[src/rtl/seq_mult_arbiter.sv]
`default_nettype none
// ============================================================================
// Module   : seq_mult_arbiter
// Purpose  : Round-robin front end that shares one sequential multiplier
//            (seq_mult) between N requesters. It collects the P-bit product
//            digits streamed by the multiplier, right-aligns them and returns
//            the product to the requester that owns the current slot.
// Options  : SEQ_ARB_TIMEOUT_EN - adds a RUN-state watchdog of TIMEOUT cycles.
// Revision : 1.0 - initial release
// ============================================================================
module seq_mult_arbiter #(
  parameter int N       = 4,
  parameter int P       = 2,
  parameter int TIMEOUT = 255
) (
  input  logic            clk,
  input  logic            rst_n,
  input  logic [N-1:0]    req_valid,
  output logic [N-1:0]    req_ready,
  input  logic [N*16-1:0] req_a,
  input  logic [N*16-1:0] req_b,
  input  logic [N*4-1:0]  req_bitsize,
  output logic [N-1:0]    resp_valid,
  input  logic [N-1:0]    resp_ready,
  output logic [31:0]     resp_prod,
  output logic            resp_err,
  output logic            mult_start,
  output logic [15:0]     mult_a,
  output logic [15:0]     mult_b,
  output logic [3:0]      mult_bitsize,
  input  logic [P-1:0]    mult_p,
  input  logic            mult_newout,
  input  logic            mult_done,
  output logic            busy
);

  localparam int IW   = (N > 1) ? $clog2(N) : 1;
  localparam int MAXB = 32 / P;
  localparam int BW   = $clog2(MAXB + 1);

  typedef enum logic [1:0] {
    S_IDLE   = 2'd0,
    S_LAUNCH = 2'd1,
    S_RUN    = 2'd2,
    S_RESP   = 2'd3
  } state_t;

  state_t        state_q;
  logic [IW-1:0] rr_ptr_q;
  logic [IW-1:0] gnt_q;
  logic [31:0]   acc_q, acc_d;
  logic [BW-1:0] beats_q, beats_d;
  logic          ovf_q, ovf_d;
  logic [N-1:0]  resp_valid_q;
  logic [31:0]   resp_prod_q;
  logic          resp_err_q;
  logic          mult_start_q;
  logic [15:0]   mult_a_q, mult_b_q;
  logic [3:0]    mult_bs_q;

  logic [N-1:0]  req_rot;
  logic          req_any;
  logic [IW-1:0] gnt_idx;
  logic [N-1:0]  gnt_oh;
  logic [N-1:0]  own_oh;
  logic [15:0]   sel_a, sel_b;
  logic [3:0]    sel_bs;
  logic [6:0]    shamt;
  logic [31:0]   aligned;
  logic          tmo_hit;

  // Parameter ranges the datapath cannot support stop elaboration
  if (N < 2 || N > 8 || P < 1 || (32 % P) != 0 || TIMEOUT < 1) begin : g_param_check
    $error("seq_mult_arbiter: unsupported parameter combination");
  end

  // Rotating priority: lowest requester index at or after rr_ptr_q wins
  always_comb begin
    req_rot = N'({req_valid, req_valid} >> rr_ptr_q);
    req_any = |req_valid;
    gnt_idx = '0;
    for (int k = N - 1; k >= 0; k--) begin
      if (req_rot[k]) begin
        if (int'(rr_ptr_q) + k >= N) gnt_idx = IW'(int'(rr_ptr_q) + k - N);
        else                         gnt_idx = IW'(int'(rr_ptr_q) + k);
      end
    end
  end

  // One-hot views of the candidate grant and the slot owner, plus operand select
  always_comb begin
    gnt_oh          = '0;
    gnt_oh[gnt_idx] = 1'b1;
    own_oh          = '0;
    own_oh[gnt_q]   = 1'b1;
    sel_a           = req_a[16*gnt_idx +: 16];
    sel_b           = req_b[16*gnt_idx +: 16];
    sel_bs          = req_bitsize[4*gnt_idx +: 4];
  end

  // Digit collection: a beat arriving with done is folded in before alignment
  always_comb begin
    acc_d   = acc_q;
    beats_d = beats_q;
    ovf_d   = ovf_q;
    if (mult_newout) begin
      if (beats_q == BW'(MAXB)) begin
        ovf_d = 1'b1;
      end else begin
        acc_d   = {mult_p, acc_q[31:P]};
        beats_d = beats_q + BW'(1);
      end
    end
    shamt   = 7'(32 - P * int'(beats_d));
    aligned = acc_d >> shamt;
  end

`ifdef SEQ_ARB_TIMEOUT_EN
  localparam int TW = (TIMEOUT > 1) ? $clog2(TIMEOUT + 1) : 1;
  logic [TW-1:0] tmo_q;
  assign tmo_hit = (tmo_q == TW'(TIMEOUT - 1));

  // Watchdog counts RUN cycles and restarts whenever RUN is left
  always_ff @(posedge clk or negedge rst_n) begin
    if (!rst_n)                tmo_q <= '0;
    else if (state_q != S_RUN) tmo_q <= '0;
    else if (!tmo_hit)         tmo_q <= tmo_q + TW'(1);
  end
`else
  assign tmo_hit = 1'b0;
`endif

  // Main controller: grant, launch, collect digits, hold response
  always_ff @(posedge clk or negedge rst_n) begin
    if (!rst_n) begin
      state_q      <= S_IDLE;
      rr_ptr_q     <= '0;
      gnt_q        <= '0;
      acc_q        <= '0;
      beats_q      <= '0;
      ovf_q        <= 1'b0;
      resp_valid_q <= '0;
      resp_prod_q  <= '0;
      resp_err_q   <= 1'b0;
      mult_start_q <= 1'b0;
      mult_a_q     <= '0;
      mult_b_q     <= '0;
      mult_bs_q    <= '0;
    end else begin
      mult_start_q <= 1'b0;
      case (state_q)
        S_IDLE: begin
          if (req_any) begin
            gnt_q    <= gnt_idx;
            rr_ptr_q <= (gnt_idx == IW'(N - 1)) ? '0 : gnt_idx + IW'(1);
            if (sel_bs == 4'd0) begin
              resp_prod_q  <= '0;
              resp_err_q   <= 1'b1;
              resp_valid_q <= gnt_oh;
              state_q      <= S_RESP;
            end else begin
              mult_a_q     <= sel_a;
              mult_b_q     <= sel_b;
              mult_bs_q    <= sel_bs;
              mult_start_q <= 1'b1;
              state_q      <= S_LAUNCH;
            end
          end
        end
        S_LAUNCH: begin
          acc_q   <= '0;
          beats_q <= '0;
          ovf_q   <= 1'b0;
          state_q <= S_RUN;
        end
        S_RUN: begin
          acc_q   <= acc_d;
          beats_q <= beats_d;
          ovf_q   <= ovf_d;
          if (mult_done || tmo_hit) begin
            resp_prod_q  <= mult_done ? aligned : '0;
            resp_err_q   <= mult_done ? ovf_d : 1'b1;
            resp_valid_q <= own_oh;
            mult_a_q     <= '0;
            mult_b_q     <= '0;
            mult_bs_q    <= '0;
            state_q      <= S_RESP;
          end
        end
        S_RESP: begin
          if ((resp_valid_q & resp_ready) != '0) begin
            resp_valid_q <= '0;
            state_q      <= S_IDLE;
          end
        end
        default: state_q <= S_IDLE;
      endcase
    end
  end

  assign req_ready    = (rst_n && state_q == S_IDLE && req_any) ? gnt_oh : '0;
  assign resp_valid   = resp_valid_q;
  assign resp_prod    = resp_prod_q;
  assign resp_err     = resp_err_q;
  assign mult_start   = mult_start_q;
  assign mult_a       = mult_a_q;
  assign mult_b       = mult_b_q;
  assign mult_bitsize = mult_bs_q;
  assign busy         = (state_q != S_IDLE);

endmodule
`default_nettype wire

[config.mk]
export PLATFORM = sky130hd
export DESIGN_NAME = seq_mult_arbiter
export DESIGN_NICKNAME = d
export VERILOG_FILES = /design/src/rtl/seq_mult_arbiter.sv
export SDC_FILE = /design/constraint.sdc
export NUM_CORES = 1
export LEC_CHECK = 0
export ABC_AREA = 1
export CAP_MARGIN = 20
export CORE_UTILIZATION = 46
export CTS_BUF_LIST = sky130_fd_sc_hd__clkbuf_16
export DETAILED_ROUTE_END_ITERATION = 7
export PLACE_DENSITY = 0.86
export SLEW_MARGIN = 5
export SYNTH_ARGS = -nofsm -noshare
export SYNTH_HDL_FRONTEND = slang
export SYNTH_SLANG_ARGS = --single-unit
[constraint.sdc]
create_clock -name clk -period 3.4 [get_ports clk]
set_input_delay 0.34 -clock clk [delete_from_list [all_inputs] [get_ports clk]]
set_output_delay 0.34 -clock clk [all_outputs]
set_load 0.01 [all_outputs]
==> qor.yml <==
synth:
  yosysTopAreaCell: "dfrtp_1"
  synth_commonest_cells: "nand2_1 (369), nand3_1 (268), dfrtp_1 (118)"
  avgSynthCellArea_um2: 6.620
  yosys.area.top_type_share_pct: 37.27
  syn_area_um2: 7924
  synthTopCellsByArea: "dfrtp_1 (37%), nand2_1 (17%), nand3_1 (17%)"
  async_flop_share_pct: 100.0
  synth_edf_count: 0
  synthCells: 1197
  synth.distinct_cells: 29
  ys_warn_count: 0
  synth_ff_type: "dfrtp_1"
  synth-seq-cells: 118
  ys_seq_area_share_pct: 37.27
  synth_most_common_cell: "nand2_1"
  synth_fp_nets: 1367
critical_path:
  worstPathCellList: "inv_4 > nand2_2 > nand3_1 > nand2_1 > inv_2 > nand2_1 > nand2_2 > nand2_2 > inv_2 > ha_1 > inv_1 > nor2_1 > clkdlybuf4s50_1"
  critical-path-top-delay-family: "buffers and inverters"
  cp_slowest_stage_delay_ns: 0.55
  slowest_stage: "clkdlybuf4s50_1"
  cp_max_fo: 16
  arrival_ns: 2.88
  cp.buffers_inverters: 5
  start_kind: "flip-flop"
  crit_type: "reg -> out"
  cp.required_ns: 3.06
  endpoint_kind: "primary output"
  cpMostUsedCell: "nand2_2"
cts:
  clkLatencyLatePin_ns: 0.42
  tritoncts: "done"
  root_buffer: "clkbuf_16"
  path_clk_slew_ns: 0.05
  cts-resized-gates: 0
  cts_buffers: 17
  clock_path_buffers: 2
  cts_setup_buffers: 0
  hold_buffers: 1
  numClockSinks: 118
  htree_levels: 4
drt:
  first_pass_iters: 7
  avgViaCountPerCell: 5.518
  drtIter0Drc: 885
  ant_nets: 0
  remaining_drc_errors: 0
  via_count: 8973
  post_drt_wl_per_cell_um: 16.40
  drt-total-wl_um: 26660
global_routing:
  grt_max_degree: 79
  antenna_found_initial: 0
  grt_pass1_vias: 8680
  grt_pass1_wl_um: 43670
  grt_usage_pct: 31.21
  grt_overflow_total: 0
cells_and_area:
  area_delta_synth_final_pct: 39.54
  n_antenna_cell: 0
  final_cell_area_um2: 11060
  drive_gt1_share_pct: 4.979
  finalCoreUtilization_pct: 66.20
  nets: 1564
run_status:
  status: "finished clean"
timing:
  fin_crit_ns: 3.219
  slew_headroom_pct: 34.86
  setup_violations: 0
  worst_pin_slew_ns: 0.9772
  fin_setup_tns_ns: 0
  period_share_pct: 94.68
  report.final.hold_viol_count: 0
  finClkSkew_ns: 0.005688
  max_freq_mhz: 310.6
  report.final.slew_viol_count: 0
  rsz0062_at_grt: "false"
power:
  finalPower_mw: 4.127
  powerDensity_nw_per_um2: 373.3
  cellLeakagePower_nw: 5.186
  ir_drop_mv: 0.3404
die:
  core_um2: 16700
  die_h_um: 133.2
  start_util_pct: 47.45
  die_width_um: 133.2
  placementRows: 47
  io_pins: 237
  dieArea_um2: 17750
placed_design:
  dp_hpwl_um: 19700
  place.gp.congestion: 0.9176
  port_buffers: 236
  placed_area_um2: 10450
job:
  max_cap_viol_count: 0
worst_hold_path:
  hold_class: "in -> async"
## layout by cell type, fill, tap and decap left out, drive strengths merged
cell,netlist,layout
a21oi,32,32
bufinv,0,4
nor2,27,27
o21bai,1,1
or2,3,3
clkbuf,51,17
a32oi,15,15
nand2,375,375
clkdlybuf4s50,0,235
dlygate4sd3,0,1
nor4,1,1
inv,92,94
nand3,269,269
ha,12,12
clkinv,0,8
o22ai,26,26
a21boi,1,1
nand4,2,2
nand3b,7,7
xor2,3,3
o21ai,128,128
o211ai,1,1
buf,33,26
dfrtp,118,118
## sequential cells by signal (all words and copies together) (netlist names), 2 cells and up
| signal | flops |
|---|---|
| acc_q | 32 |
| gnt_q | 2 |
| resp_prod | 32 |
| mult_a | 16 |
| rr_ptr_q | 2 |
| resp_valid | 4 |
| mult_b | 16 |
| beats_q | 5 |
| mult_bitsize | 4 |
| state_q | 2 |
## layout make-up
class / instances / area (µm²)
multi-input combinational: 903 / 4293
inverter: 92 / 347.8
sequential: 118 / 2953
clock inverter: 14 / 167.7
fill: 1482 / 5644
timing repair buffer: 262 / 2595
clock buffer: 17 / 425.4
tap: 220 / 275.3
## power by group
| part | internal [mW] | switching, mW |
|---|---|---|
| registers | 1.42 | 0.0113 |
| clock network | 1.20 | 0.635 |
| logic | 0.377 | 0.480 |
## worst register-to-register path, stage by stage, from the launching register on
cell and delay, ns:
dfrtp_1 0.52, inv_4 0.11, nand2_2 0.10, nand3_1 0.13, nand2_1 0.12, inv_2 0.04, nand2_1 0.07, nand2_2 0.11
nand2_2 0.27, nand2_1 0.11, nand3_1 0.08, nand2_1 0.07, nor2_1 0.13, nand2_2 0.11, nand2_2 0.19, nand3_1 0.30
o21ai_0 0.31
## path summary, 6_finish.rpt
kind / to / depth (start not counted) / slack [ns] / start
max: req_ready[1] / 13 / 0.18 / rr_ptr_q[0]
min: rr_ptr_q[0] / 2 / 0.45 / rst_n
max reg2reg: resp_prod[3] / 16 / 0.56 / rr_ptr_q[0]
min reg2reg: resp_prod[20] / 2 / 0.49 / resp_prod[20]
max in group asynchronous: mult_b[13] / 3 / 1.54 / rst_n
min in group clk: resp_prod[20] / 2 / 0.49 / resp_prod[20]
## layer usage
metal,GRT usage (%),up-vias,wire [µm]
li1,-,4402,-
met1,38.84,4121,10750
met2,52.11,395,12950
met3,7.839,55,2151
met4,11.81,0,814
met5,0,-,0
## logic make-up after synthesis
| group | share of synthesized area (%) |
|---|---|
| adders and majority gates | 1.895 |
| and+or+nand+nor | 37.42 |
| DFF | 37.27 |
| buffers and inverters | 8.843 |
| AOI/OAI and AO/OA | 14.24 |
| xor gates and xnor gates | 0.3317 |
## through the flow
| stage | std cells | hold slack (ns) | setup WS, ns |
|---|---|---|---|
| 2_1_floorplan | 1197 | 0.04441 | 0.7049 |
| 3_3_place_gp | 1594 | 0.3529 | 0.3962 |
| 3_5_place_dp | 1594 | 0.3625 | 0.2482 |
| 4_1_cts | 1626 | 0.4602 | 0.1890 |
| 5_1_grt | 1626 | 0.4971 | 0.005479 |
| 6_report | 1626 | 0.4471 | 0.1809 |
Power figures use the tool's default switching activity.
